## src/rtl/cpu_sequencer.sv

```systemverilog
// Multi-cycle fetch/decode/execute/memory/writeback sequencer for the 32-bit core.
// Owns PC, IR and the retired-instruction counter; control outputs are registered.
module cpu_sequencer #(
    parameter int N = 32,
    parameter int M = 16,
    parameter logic [M-1:0] RESET_PC = '0
) (
    input  logic         clk,
    input  logic         rst,
    output logic         imem_req,
    output logic [M-1:0] imem_addr,
    input  logic         imem_ready,
    input  logic [N-1:0] imem_data,
    output logic [N-1:0] instr,
    input  logic         is_halted,
    input  logic         mem_read,
    input  logic         is_jz,
    input  logic         is_jg,
    input  logic [N-1:0] imm,
    input  logic         alu_zero,
    input  logic         alu_neg,
    output logic         dmem_req,
    input  logic         dmem_ack,
    output logic         reg_we,
    output logic [M-1:0] pc,
    output logic [31:0]  retired,
    output logic         halted,
    output logic [2:0]   state
);

    localparam logic [2:0] S_FETCH  = 3'd0;
    localparam logic [2:0] S_DECODE = 3'd1;
    localparam logic [2:0] S_EXEC   = 3'd2;
    localparam logic [2:0] S_MEM    = 3'd3;
    localparam logic [2:0] S_WB     = 3'd4;
    localparam logic [2:0] S_HALTED = 3'd5;

    logic [2:0]   r_state;
    logic [M-1:0] r_pc;
    logic [N-1:0] r_instr;
    logic [31:0]  r_retired;
    logic         r_halted;
    logic         r_imem_req;
    logic         r_dmem_req;
    logic         r_reg_we;

    logic [2:0]   w_next;
    logic         w_taken;
    logic         w_branch;
    logic         w_unused;

    assign w_branch = is_jz | is_jg;
    assign w_taken  = (is_jz & alu_zero) | (is_jg & ~alu_zero & ~alu_neg);
    assign w_unused = ^imm[N-1:M];

    always_comb begin
        w_next = r_state;
        case (r_state)
            S_FETCH:  if (imem_ready) w_next = S_DECODE;
            S_DECODE: w_next = is_halted ? S_HALTED : S_EXEC;
            S_EXEC:   w_next = mem_read ? S_MEM : S_WB;
            S_MEM:    if (dmem_ack) w_next = S_WB;
            S_WB:     w_next = S_FETCH;
            S_HALTED: w_next = S_HALTED;
            default:  w_next = S_FETCH;
        endcase
    end

    // Request/enable outputs are registered from the next state so they line up with it.
    always_ff @(posedge clk or posedge rst) begin
        if (rst) begin
            r_state    <= S_FETCH;
            r_pc       <= RESET_PC;
            r_instr    <= '0;
            r_retired  <= '0;
            r_halted   <= 1'b0;
            r_imem_req <= 1'b0;
            r_dmem_req <= 1'b0;
            r_reg_we   <= 1'b0;
        end else begin
            r_state    <= w_next;
            r_imem_req <= (w_next == S_FETCH);
            r_dmem_req <= (w_next == S_MEM);
            r_reg_we   <= (w_next == S_WB) & ~w_branch;
            r_halted   <= (w_next == S_HALTED);
            if (r_state == S_FETCH && imem_ready)
                r_instr <= imem_data;
            if (r_state == S_WB) begin
                r_pc      <= w_taken ? imm[M-1:0] : r_pc + 1'b1;
                r_retired <= r_retired + 32'd1;
            end
        end
    end

    assign imem_req  = r_imem_req;
    assign imem_addr = r_pc;
    assign instr     = r_instr;
    assign dmem_req  = r_dmem_req;
    assign reg_we    = r_reg_we;
    assign pc        = r_pc;
    assign retired   = r_retired;
    assign halted    = r_halted;
    assign state     = r_state;

endmodule

```

## config.mk

```make
export PLATFORM = sky130hd
export DESIGN_NAME = cpu_sequencer
export DESIGN_NICKNAME = d
export VERILOG_FILES = /design/src/rtl/cpu_sequencer.sv
export SDC_FILE = /design/constraint.sdc
export NUM_CORES = 1
export LEC_CHECK = 0
export BUFFER_PORTS_ARGS = -buffer_cell sky130_fd_sc_hd__buf_2
export CORE_ASPECT_RATIO = 1.5
export CORE_MARGIN = 2
export CORE_UTILIZATION = 35
export DETAILED_ROUTE_END_ITERATION = 8
export PLACE_DENSITY = 0.68
export SETUP_SLACK_MARGIN = 0.15
export SYNTH_ARGS = -nofsm -noshare
export SYNTH_HDL_FRONTEND = slang
export SYNTH_SLANG_ARGS = --single-unit
```

## constraint.sdc

```tcl
create_clock -name clk -period 2.9 [get_ports clk]
set_clock_uncertainty 0.1 [all_clocks]
set_input_delay 0 -clock clk [delete_from_list [all_inputs] [get_ports clk]]
set_output_delay 0 -clock clk [all_outputs]
set_load 0.1 [all_outputs]
```

==> impl_metrics.json <==
{
  "synth_warnings": 0,
  "finalCritPeriodShare": 0.766,
  "totalWireLength_um": 10800,
  "clock-sinks": 87,
  "dr.pass1.iters": 4,
  "die_width_um": 92.4,
  "grt_max_degree": 59,
  "rsz0062_at_grt": "false",
  "dpl.hpwl_um": 7530,
  "die_y_um": 137,
  "synthTopCellsByArea": "dfrtp_1 53%, mux2_2 8.8%, xor2_1 3.4%",
  "postCtsSetupRepairBufs": 0,
  "vias_per_cell": 5.03,
  "worst-endpoint-required_ns": 3.01,
  "synth-edff-count": 0,
  "finalMaxSlewViolations": 0,
  "start_kind": "input port",
  "dr_total_vias": 3603,
  "synth_nets": 445,
  "ys.flop_type": "dfrtp_1",
  "dieArea_um2": 12600,
  "port_buffers": 160,
  "holdPathStages": 4,
  "max_freq_ghz": 0.450,
  "area_growth_pct": 40.6,
  "num_rows": 48,
  "start_util": 0.357,
  "avgRoutedWirePerCell_um": 15.0,
  "tritoncts": "yes",
  "path_class": "in -> reg",
  "insertion_delay_ns": 0.33,
  "cp.arrival_ns": 2.34,
  "path_clk_slew_ns": 0.06,
  "h-tree-depth": 3,
  "cts.path.max_buffers": 2,
  "yosysTopAreaCellShare": 0.531,
  "n_antenna_cell": 0,
  "drive_gt1_frac": 0.393,
  "antenna_found_initial": 0,
  "core_area_um2": 11500,
  "status": "finished clean",
  "async_reset_ff_frac": 1.00,
  "synth_top_cell_by_area": "dfrtp_1",
  "finish.net_count": 638,
  "synthCells": 369,
  "r2r_cells": 4,
  "top_level_ports": 177,
  "overflow": 0,
  "critPathMaxFanout": 28,
  "relSlewSlack": 0.340,
  "netlist_area_um2": 4100,
  "drc": 0,
  "ys_types": 45,
  "mostFrequentLayoutCell": "buf_2",
  "gp_congestion": 0.796,
  "ant_nets": 0,
  "hp-class": "in -> reg",
  "ys_ff_latch": 87,
  "cts_root_buf": "clkbuf_16",
  "avgSynthCellArea_um2": 11.1,
  "worstSetupEndpointType": "flip-flop",
  "grt_pass1_vias": 3652,
  "period_minus_slack_ns": 2.22,
  "grtUsageTotal": 0.174,
  "fin_setup_tns_ns": 0,
  "grt_pass1_wl_um": 17500,
  "setup_viol": 0,
  "hold_violations": 0,
  "drtIter0Drc": 95,
  "worst_pin_slew_ns": 0.991,
  "seq_area_frac_synth": 0.531,
  "numCtsBuffers": 9,
  "cap_violations": 0,
  "most-common-layout-cells": "160 x buf_2, 86 x dfrtp_1, 51 x dlygate4sd3_1, 32 x mux2_2, 26 x nand2_1"
}
[synthesized netlist by cell type, drive strengths merged (2+ instances only)]
cell	n
and3	6
nor2	16
and2	6
o22a	4
xor2	16
ha	2
dfrtp	87
nand4	15
or3b	2
nor3	11
a41oi	3
o21ai	4
mux2i	2
nor4	3
o22ai	6
a211oi	3
xnor2	15
nor3b	2
inv	9
buf	18
a21oi	15
nand2	26
a2bb2oi	8
nor2b	2
a22oi	2
clkbuf	17
nand3	19
mux2	32
and4	8
[repair_timing]
action | CTS | global route
hold buffers | 51 | 0
resized for setup | 0 | 0
endpoints found under the hold margin | 108 | 0
[kinds of logic (layout without fill, tap and decap cells)]
logic type	Yosys count	after routing	synth area share
and+or+nand+nor	121	121	0.164
muxes	34	34	0.0928
adders and majority gates	2	2	0.00610
DFF	87	87	0.531
AOI/OAI and AO/OA	50	50	0.0833
xor gates and xnor gates	31	31	0.0662
buffers and inverters	44	242	0.0571
[stage by stage]
stage                     area, um^2  setup WS (ns)  cells   util  hold slack, ns
after floorplan                 4100          0.238    369      -         -0.0278
after detailed placement        4940          0.772    650  0.431          0.0876
after global routing            5770          0.538    717  0.503          0.0133
final                           5770          0.679    717  0.503          0.0127
after CTS                       5770          0.721    717  0.503         0.00298
after global placement          4940          0.803    650  0.431          0.0870
[registers in the layout, indices dropped and copies added (netlist names)]
| signal | cells |
|---|---|
| halted | 1 |
| state | 3 |
| imem_addr | 16 |
| reg_we | 1 |
| imem_req | 1 |
| retired | 32 |
| instr | 32 |
| dmem_req | 1 |
[worst max-delay path, cell delays in order]
cell and delay (ns):
dlygate4sd3_1 0.53, buf_2 0.13, nand2_1 0.35, and2_1 0.84, a41oi_1 0.23, o22a_1 0.25
[cell type report]
type                    instances  area (um^2)
fillers                      1028         5710
flip-flops and latches         87         2180
multi-input cells             238         1700
repair buffers                217         1360
clock buffers                  10          239
well taps                     150          188
clock inverters                 6         72.6
inverters                       9         35.0
[per-layer routing]
metal | share of wire | global-route usage | up-vias
met4 | 0.023 | 0.0721 | 0
met3 | 0.041 | 0.0358 | 19
li1 | - | - | 1687
met1 | 0.38 | 0.189 | 1784
met2 | 0.56 | 0.326 | 113
met5 | 0 | 0 | -
[final timing paths]
| path | startpoint | to | slack [ns] |
|---|---|---|---|
| setup / recovery | is_jz | imem_addr[3] | 0.68 |
| hold / removal | imm[6] | imem_addr[6] | 0.01 |
| setup reg to reg | state[1] | retired[28] | 0.78 |
| hold reg to reg | retired[31] | retired[31] | 0.37 |
| max in group asynchronous | rst | imem_addr[2] | 1.50 |
| min in group asynchronous | rst | instr[20] | 0.30 |
Power is not shown: default switching activity piles up to over one toggle a cycle in this logic, so the estimate is an artifact.
